[src/rtl/match_reporter.sv]
`timescale 1ns/1ps
// -----------------------------------------------------------------------------
// match_reporter
//
// Sits downstream of the string/MD5 match stage. Each search result is turned
// into a fixed 5-byte response packet and fed, one byte at a time, into a UART
// transmitter through its start/busy handshake:
//
//   byte 0 : SYNC_BYTE
//   byte 1 : status (8'h01 match, 8'h00 no match)
//   byte 2 : byte_pos[15:8]   (8'h00 on no match)
//   byte 3 : byte_pos[7:0]    (8'h00 on no match)
//   byte 4 : match_char       (8'h00 on no match)
//
// A result that arrives while a packet is in flight waits in a one-deep
// pending slot. A result that arrives while that slot is full is dropped,
// and the sticky overrun flag is raised.
//
// Ports
//   clk             : single clock, all registers on its rising edge
//   reset           : asynchronous, active-high reset
//   proc_done       : one-cycle pulse, the proc_* result fields are valid
//   proc_match      : 1 = hash match found
//   proc_byte_pos   : byte position of the match
//   proc_match_char : character at the match
//   txd_busy        : UART busy; rises the cycle after an accepted start
//   txd_start       : one-cycle request to transmit txd_data
//   txd_data        : registered byte to transmit
//   rpt_busy        : high while a packet is in flight or a result is pending
//   rpt_overrun     : sticky, a result was dropped; cleared only by reset
// -----------------------------------------------------------------------------
module match_reporter #(
  parameter logic [7:0] SYNC_BYTE = 8'hA5,
  parameter int         NUM_BYTES = 5
) (
  input  logic        clk,
  input  logic        reset,
  input  logic        proc_done,
  input  logic        proc_match,
  input  logic [15:0] proc_byte_pos,
  input  logic [7:0]  proc_match_char,
  input  logic        txd_busy,
  output logic        txd_start,
  output logic [7:0]  txd_data,
  output logic        rpt_busy,
  output logic        rpt_overrun
);

  localparam logic [1:0] ST_IDLE  = 2'd0;
  localparam logic [1:0] ST_START = 2'd1;  // txd_start is issued from here
  localparam logic [1:0] ST_GUARD = 2'd2;  // txd_busy not yet valid, ignored
  localparam logic [1:0] ST_WAIT  = 2'd3;  // wait for the transmitter to go idle

  localparam logic [2:0] LAST_IDX = 3'(NUM_BYTES - 1);

  // Packet byte selection; payload bytes are forced to zero on no match.
  function automatic logic [7:0] byte_sel(input logic [2:0]  idx,
                                          input logic        m,
                                          input logic [15:0] pos,
                                          input logic [7:0]  ch);
    logic [7:0] b;
    case (idx)
      3'd0:    b = SYNC_BYTE;
      3'd1:    b = {7'd0, m};
      3'd2:    b = m ? pos[15:8] : 8'h00;
      3'd3:    b = m ? pos[7:0]  : 8'h00;
      3'd4:    b = m ? ch        : 8'h00;
      default: b = 8'h00;
    endcase
    return b;
  endfunction

  logic [1:0]  state_q,      state_d;
  logic [2:0]  idx_q,        idx_d;
  logic        cur_match_q,  cur_match_d;
  logic [15:0] cur_pos_q,    cur_pos_d;
  logic [7:0]  cur_char_q,   cur_char_d;
  logic        pend_valid_q, pend_valid_d;
  logic        pend_match_q, pend_match_d;
  logic [15:0] pend_pos_q,   pend_pos_d;
  logic [7:0]  pend_char_q,  pend_char_d;
  logic        start_q,      start_d;
  logic [7:0]  data_q,       data_d;
  logic        overrun_q,    overrun_d;

  logic        launch;       // want to issue the byte at idx_d this edge
  logic        took_direct;  // proc_done became the active packet

  always_comb begin
    // NOTE: every signal assigned here gets a default first, so no path
    // leaves one unassigned and no latch is inferred.
    state_d      = state_q;
    idx_d        = idx_q;
    cur_match_d  = cur_match_q;
    cur_pos_d    = cur_pos_q;
    cur_char_d   = cur_char_q;
    pend_valid_d = pend_valid_q;
    pend_match_d = pend_match_q;
    pend_pos_d   = pend_pos_q;
    pend_char_d  = pend_char_q;
    overrun_d    = overrun_q;
    start_d      = 1'b0;
    data_d       = data_q;
    launch       = 1'b0;
    took_direct  = 1'b0;

    case (state_q)
      ST_IDLE: begin
        if (proc_done) begin
          cur_match_d = proc_match;
          cur_pos_d   = proc_byte_pos;
          cur_char_d  = proc_match_char;
          idx_d       = 3'd0;
          state_d     = ST_START;
          launch      = 1'b1;
          took_direct = 1'b1;
        end
      end

      ST_START: begin
        // start_q high means this is the cycle the pulse is on the wire.
        if (start_q) state_d = ST_GUARD;
        else         launch  = 1'b1;
      end

      ST_GUARD: state_d = ST_WAIT;

      ST_WAIT: begin
        if (!txd_busy) begin
          if (idx_q != LAST_IDX) begin
            idx_d   = idx_q + 3'd1;
            state_d = ST_START;
            launch  = 1'b1;
          end else begin
            idx_d = 3'd0;
            if (pend_valid_q) begin
              // The slot frees on the same edge its byte 0 start is issued.
              cur_match_d  = pend_match_q;
              cur_pos_d    = pend_pos_q;
              cur_char_d   = pend_char_q;
              pend_valid_d = 1'b0;
              state_d      = ST_START;
              launch       = 1'b1;
            end else if (proc_done) begin
              // Result arriving exactly at packet completion goes straight out.
              cur_match_d = proc_match;
              cur_pos_d   = proc_byte_pos;
              cur_char_d  = proc_match_char;
              state_d     = ST_START;
              launch      = 1'b1;
              took_direct = 1'b1;
            end else begin
              state_d = ST_IDLE;
            end
          end
        end
      end

      default: state_d = ST_IDLE;
    endcase

    // Any result not taken as the active packet goes to the pending slot.
    // Checking pend_valid_d lets a result land in a slot freed this edge.
    if (proc_done && !took_direct) begin
      if (!pend_valid_d) begin
        pend_valid_d = 1'b1;
        pend_match_d = proc_match;
        pend_pos_d   = proc_byte_pos;
        pend_char_d  = proc_match_char;
      end else begin
        overrun_d = 1'b1;
      end
    end

    if (launch && !txd_busy) begin
      start_d = 1'b1;
      data_d  = byte_sel(idx_d, cur_match_d, cur_pos_d, cur_char_d);
    end
  end

  // NOTE: the captured-result and pending-slot datapath registers are reset
  // along with the control state, so nothing from an aborted packet survives.
  always_ff @(posedge clk or posedge reset) begin
    if (reset) begin
      state_q      <= ST_IDLE;
      idx_q        <= 3'd0;
      cur_match_q  <= 1'b0;
      cur_pos_q    <= 16'h0000;
      cur_char_q   <= 8'h00;
      pend_valid_q <= 1'b0;
      pend_match_q <= 1'b0;
      pend_pos_q   <= 16'h0000;
      pend_char_q  <= 8'h00;
      start_q      <= 1'b0;
      data_q       <= 8'h00;
      overrun_q    <= 1'b0;
    end else begin
      // NOTE: non-blocking assignments so every register samples the
      // pre-edge values regardless of statement order.
      state_q      <= state_d;
      idx_q        <= idx_d;
      cur_match_q  <= cur_match_d;
      cur_pos_q    <= cur_pos_d;
      cur_char_q   <= cur_char_d;
      pend_valid_q <= pend_valid_d;
      pend_match_q <= pend_match_d;
      pend_pos_q   <= pend_pos_d;
      pend_char_q  <= pend_char_d;
      start_q      <= start_d;
      data_q       <= data_d;
      overrun_q    <= overrun_d;
    end
  end

  assign txd_start   = start_q;
  assign txd_data    = data_q;
  assign rpt_busy    = (state_q != ST_IDLE) || pend_valid_q;
  assign rpt_overrun = overrun_q;

endmodule
[config.mk]
export PLATFORM = sky130hd
export DESIGN_NAME = match_reporter
export DESIGN_NICKNAME = d
export VERILOG_FILES = /design/src/rtl/match_reporter.sv
export SDC_FILE = /design/constraint.sdc
export NUM_CORES = 1
export LEC_CHECK = 0
export ABC_AREA = 1
export CAP_MARGIN = 5
export CORE_MARGIN = 2
export CORE_UTILIZATION = 62
export DETAILED_ROUTE_END_ITERATION = 8
export GPL_TIMING_DRIVEN = 0
export PLACE_DENSITY = 0.9
export SLEW_MARGIN = 20
export SYNTH_ARGS = -nofsm -noshare
export SYNTH_HDL_FRONTEND = slang
export SYNTH_SLANG_ARGS = --single-unit
[constraint.sdc]
create_clock -name clk -period 3.45 [get_ports clk]
set_input_delay 0.69 -clock clk [delete_from_list [all_inputs] [get_ports clk]]
set_output_delay 0.69 -clock clk [all_outputs]
set_load 0.1 [all_outputs]
==> results.md, run 1 <==
- Run status: completed
- First-pass GRT wire length: 17900 um
- P&R area growth vs syn: 17.5%
- Met2 usage: 0.495
- Pre-CTS setup slack: 0.608 ns
- Clock root buffer: clkbuf_8
- Top Family by Delay on Critical Path: buffers and inverters
- Longest Clk Path Bufs: 2
- # H-tree levels: 3
- CTS tree: done
- Inserted Diodes: 0
- P_leak: 2.27 nW
- Largest net degree at the start of global routing: 58
- Worst-Margin Slew: 0.967 ns
- Slowest CP cell: clkdlybuf4s50_1
- Sequential area share after synthesis: 0.417
- Reg-to-reg endpoint: pend_pos_q[12]$_DFFE_PP0P_
- Total wire length: 10900 um
- Kind of critical path: flop to output port
- Die area: 0.00704 mm2
- Worst Hold Class: flop to flop
- Distinct cells, synth: 33
- Inserted Clock Buffers: 9
- Reg-to-reg startpoint: state_q[1]$_DFFE_PP0P_
- Core Area: 0.00628 mm2
- Synth Net Count: 578
- Worst Skew: 0.00621 ns
- Setup Buffers After CTS: 0
- Worst Path Max Fanout: 10
- Global-route met1 utilization: 0.444
- Power per cell area: 758 mW/mm2
- Setup-failing EPs final: 0
- IO buf count: 38
- RSZ-0062 raised after global routing: no
- Worst hold path startpoint: txd_data[4]$_DFFE_PP0P_
- Met3 usage: 0.0425
- Vias in the first global route: 3742
- #FFs+latches synth: 66
- Yosys warns: 0
- Antenna Nets Post-Route: 0
- Largest stage delay, worst path: 1.12 ns
- I/O Pins: 40
- Critical Path RT: 2.76 ns
- Mapped Avg Cell Area: 7.29 um2
- Maximum vdd drop: 712 uV
- Hold path depth: 2
- Starting Density: 0.630
- Post-cts sizing count: 0
- GR peak layer: met2
- Synth Instances: 543
- Tcrit/Tclk final: 0.944
- Clock latency on the worst-skew pair: 0.34 ns
- Crit path buffers/inverters: 4
- Worst path arrival time: 2.57 ns
- Final Hold Violating Endpoints: 0
- Die width: 83.9 um
- Startpoint types: flop
- PnR Total Power: 3.53 mW
- Hold endpoint: txd_data[4]$_DFFE_PP0P_
- Drt drc: 0
- Crit. Startpoint: pend_valid_q$_DFF_PP0_
- Max Clock Freq: 307 MHz
- Crit-path cells: inv_2 -> buf_2 -> buf_2 -> nand2_1 -> clkdlybuf4s50_1
- Placement Rows: 29
- Commonest cells after routing, fill and taps aside: 184 x nand2_1, 66 x dfrtp_1, 57 x nand3_1, 51 x a21oi_1, 39 x inv_1
- Vias per inst: 5.92
- Critical Path End Type: output port
- Antenna violations before repair: 0
- Initial DRT Pass Iterations: 6
- Max capacitance violation total: 0
- Tot GR Track Use: 0.320
- Worst R2R Setup Slack: 1.06 ns
- Via count: 3987
- Clock transition at path regs: 0.07 ns
- Layout cell share with drive strength beyond 1: 0.122
- Fin worst setup slack: 0.194 ns
- Hold_buf cts: 0
- Fin nets: 628
- Final HPWL from detailed placement: 7960 um
- Routed WL per cell: 16.1 um
- Fin. max-slew vios: 0
- Mapped Area: 0.00396 mm2
- WHS: 0.488 ns
- R2R depth: 11
- Final min period: 3.26 ns
- Gpl congestion: 0.894
- Clock sinks: 66
- Total Neg Setup Slack: 0 ns
- Initial DRC Count: 511
- Crit-path most repeated cell: buf_2
- Commonest non-fill, non-tap cell in the layout: nand2_1
- Total grt overflow: 0
- Slew headroom: 0.353
- Y dimension of the die: 83.9 um
registers in the layout, summed over array words and instances (netlist names):
name	count
cur_match_q	1
state_q	2
idx_q	3
pend_char_q	8
txd_start	1
rpt_overrun	1
pend_match_q	1
pend_valid_q	1
cur_char_q	8
cur_pos_q	16
txd_data	8
pend_pos_q	16
cell families after synthesis:
family	synth area share
adders and majority gates	0.0190
DFF	0.417
buffers and inverters	0.0885
AOI/OAI and AO/OA	0.158
and+or+nand+nor	0.317
power by group:
group	internal [mW]	leakage (nW)	switching [mW]
Clock	0.348	0.0962	0.288
Sequential	1.01	0.823	0.131
Combinational	0.521	1.35	1.23
layout make-up:
| class | count | area, um2 |
|---|---|---|
| buffer | 27 | 166 |
| clock buffer | 12 | 145 |
| clock inverter | 3 | 40.0 |
| fill | 475 | 1630 |
| inverter | 49 | 186 |
| multi-input combinational | 401 | 1960 |
| sequential | 66 | 1650 |
| tap | 77 | 96.3 |
| timing repair buffer | 39 | 408 |
worst reg2reg max path: cells and delay by family, from the launching register on:
kind	cells	cell delay, ns
AO/OA/AOI/OAI	2	0.51
adder cells (fa/ha/maj)	1	0.28
buffers and inverters	5	0.64
flip-flops	1	0.41
AND/OR/NAND/NOR	3	0.43
metrics by stage:
step                cells  cell area, um2   util
finish                674            4650  0.741
detailed placement    659            4460  0.711
floorplan             543            3960      -
global placement      658            4430  0.706
CTS                   674            4650  0.741
global route          674            4650  0.741
per-layer routing:
layer	up-vias	wire, um
met2	249	4850
met5	-	0
met1	1829	4700
li1	1877	-
met4	0	359
met3	32	947
worst max path at each step:
stage / end / depth (start not counted)
2_1_floorplan: cur_char_q[0]$_DFF_PP0_ / 1
3_3_place_gp: pend_pos_q[15]$_DFFE_PP0P_ / 2
3_5_place_dp: rpt_busy / 5
4_1_cts: rpt_busy / 5
5_1_grt: rpt_busy / 5
6_report: rpt_busy / 5
cells in the mapped netlist (all sizes together):
library cell,instances,area [um2]
a21oi,57,308
a22oi,6,45.0
a311oi,1,26.3
a31o,1,8.76
a31oi,3,18.8
a32oi,2,17.5
buf,23,151
clkbuf,4,15.0
dfrtp,66,1650
ha,6,75.1
inv,49,184
nand2,193,752
nand3,58,295
nand4,1,6.26
nor2,41,181
nor3b,1,12.5
o2111ai,8,70.1
o211ai,3,22.5
o21ai,19,110
or2,1,6.26
No activity file was read; power rests on OpenSTA's default activity.
==> run 2, diff against run 1 <==
--- a/config.mk
+++ b/config.mk
@@ -9,8 +9,9 @@
 export CAP_MARGIN = 5
 export CORE_MARGIN = 2
-export CORE_UTILIZATION = 62
+export CORE_UTILIZATION = 65
 export DETAILED_ROUTE_END_ITERATION = 8
+export DONT_BUFFER_PORTS = 1
 export GPL_TIMING_DRIVEN = 0
-export PLACE_DENSITY = 0.9
+export PLACE_DENSITY = 0.85
 export SLEW_MARGIN = 20
 export SYNTH_ARGS = -nofsm -noshare
==> constraint.sdc (replaced) <==
create_clock -name clk -period 3.45 [get_ports clk]
set_input_delay 0.345 -clock clk [delete_from_list [all_inputs] [get_ports clk]]
set_output_delay 0.345 -clock clk [all_outputs]
set_load 0.1 [all_outputs]
==> results.md, run 2 (synthesis results as in run 1) <==
- Starting Density: 0.672 (+0.0419)
- Maximum vdd drop: 641 uV (-10%)
- Worst Path Max Fanout: 10 (unchanged)
- Kind of critical path: flop to output port
- Clock transition at path regs: 0.07 ns (about the same)
- Critical Path RT: 3.11 ns (+0.35 ns)
- Fin. max-slew vios: 0 (unchanged)
- Startpoint types: flop
- Slowest CP cell: nand2_1
- Fin nets: 591 (-5.9%)
- Pre-CTS setup slack: 1.21 ns (+0.602 ns)
- Max Clock Freq: 407 MHz (+32%)
- P_leak: 2.13 nW (-6.3%)
- Final min period: 2.46 ns (-0.798 ns)
- Layout cell share with drive strength beyond 1: 0.134 (+0.0114)
- Longest Clk Path Bufs: 2 (unchanged)
- Top Family by Delay on Critical Path: buffers and inverters
- Worst path arrival time: 2.11 ns (-0.46 ns)
- Top Metal Used: met4
- Drt drc: 0 (unchanged)
- Power per cell area: 810 mW/mm2 (+6.9%)
- Fin worst setup slack: 0.992 ns (+0.798 ns)
- Worst R2R Setup Slack: 1.16 ns (+0.10 ns)
- Gpl congestion: 0.889 (-0.55%)
- Largest net degree at the start of global routing: 38 (-34%)
- Clock sinks: 66 (unchanged)
- Crit path buffers/inverters: 3 (-1)
- Core Area: 0.00589 mm2 (-6.2%)
- Commonest cells after routing, fill and taps aside: 184 x nand2_1, 66 x dfrtp_1, 57 x nand3_1, 51 x a21oi_1, 39 x inv_1
- RSZ-0062 raised after global routing: no
- IO buf count: 0 (-100%)
- Crit-path cells: inv_2 -> buf_2 -> buf_2 -> nand2_1
- Top Registers: cur_pos_q x16, pend_pos_q x16
- Initial DRT Pass Iterations: 6 (unchanged)
- Clock latency on the worst-skew pair: 0.35 ns (about the same)
- Initial DRC Count: 500 (-2.2%)
- Antenna Nets Post-Route: 0 (unchanged)
- Wl on met1: 4500 um (-4.3%)
- Critical Path End Type: output port
- Die width: 82.0 um (-2.2%)
- Total wire length: 10900 um (+0.21%)
- Routed WL per cell: 17.1 um (+6.2%)
- Placement Rows: 28 (-3.4%)
- Worst Skew: 0.00729 ns (+0.00108 ns)
- First-pass GRT wire length: 16900 um (-5.7%)
- Wire length on met3: 1250 um (+32%)
- Slew headroom: 0.376 (+0.0228)
- Met2 wire length: 4850 um (unchanged)
- Setup-failing EPs final: 0 (unchanged)
- Worst-Margin Slew: 0.936 ns (-0.0312 ns)
- Post-cts sizing count: 0 (unchanged)
- P&R area growth vs syn: 8.38%
- Largest stage delay, worst path: 0.59 ns (-0.53 ns)
- Worst Hold Class: input port to flop
- # H-tree levels: 3 (unchanged)
- Inserted Clock Buffers: 9 (unchanged)
- Commonest non-fill, non-tap cell in the layout: nand2_1
- Antenna violations before repair: 0 (unchanged)
- Max capacitance violation total: 0 (unchanged)
- Crit-path most repeated cell: buf_2
- Die area: 0.00673 mm2 (-4.4%)
- Total grt overflow: 0 (unchanged)
- Vias per inst: 6.10 (+3.1%)
- Clock root buffer: clkbuf_8
- Via count: 3880 (-2.7%)
- Run status: completed
- Tot GR Track Use: 0.336 (+0.0158)
- Vias in the first global route: 3511 (-6.2%)
- I/O Pins: 40 (unchanged)
- Inserted Diodes: 0 (unchanged)
- Final Hold Violating Endpoints: 0 (unchanged)
- CTS tree: done
- Y dimension of the die: 82.0 um (-2.2%)
- Final HPWL from detailed placement: 7720 um (-3.1%)
- Total Neg Setup Slack: 0 ns (unchanged)
- Tcrit/Tclk final: 0.712 (-0.231)
run 2: area by class of cell:
type                       count  area (um2)
fill                         459        1600
sequential                    66        1650
tap                           75        93.8
clock buffer                  12         155
buffer                        27         166
multi-input combinational    401        1960
inverter                      49         186
timing repair buffer           2        30.0
clock inverter                 4        50.0
run 2: final timing paths:
| check | from | end | cells after the start |
|---|---|---|---|
| worst max-delay path | pend_valid_q$_DFF_PP0_ | rpt_busy | 4 |
| worst min-delay path | proc_match_char[7] | pend_char_q[7]$_DFFE_PP0P_ | 2 |
| worst max register to register | state_q[1]$_DFFE_PP0P_ | pend_char_q[6]$_DFFE_PP0P_ | 11 |
| worst min register to register | pend_pos_q[11]$_DFFE_PP0P_ | pend_pos_q[11]$_DFFE_PP0P_ | 2 |
| max in group asynchronous | reset | pend_valid_q$_DFF_PP0_ | 3 |
| min in group asynchronous | reset | txd_data[2]$_DFFE_PP0P_ | 2 |
run 2: layer usage:
layer,up-vias,global-route usage
li1,1794,-
met5,-,0
met1,1804,0.461
met2,252,0.521
met4,0,0.0933
met3,30,0.0967
run 2: repair_timing:
item / CTS / global route
hold buffers: 1 / 0
endpoints found under the hold margin: 29 / 0
buffers inserted: 0 / 0
run 2: per-stage QoR:
step / utilization / area, um2 / std cells / total power [mW] / hold WS, ns
6_report: 0.729 / 4290 / 636 / 3.48 / 0.131
4_1_cts: 0.729 / 4290 / 636 / 3.43 / 0.124
2_1_floorplan: - / 3960 / 543 / 2.40 / 0.442
5_1_grt: 0.729 / 4290 / 636 / 3.67 / 0.129
3_3_place_gp: 0.688 / 4050 / 618 / 2.69 / 0.463
3_5_place_dp: 0.692 / 4070 / 619 / 2.75 / 0.239
run 2: report_power, final:
part	internal [mW]	switching [mW]	total (mW)
sequential	1.00	0.365	1.37
combinational	0.446	0.977	1.42
clock	0.372	0.311	0.683
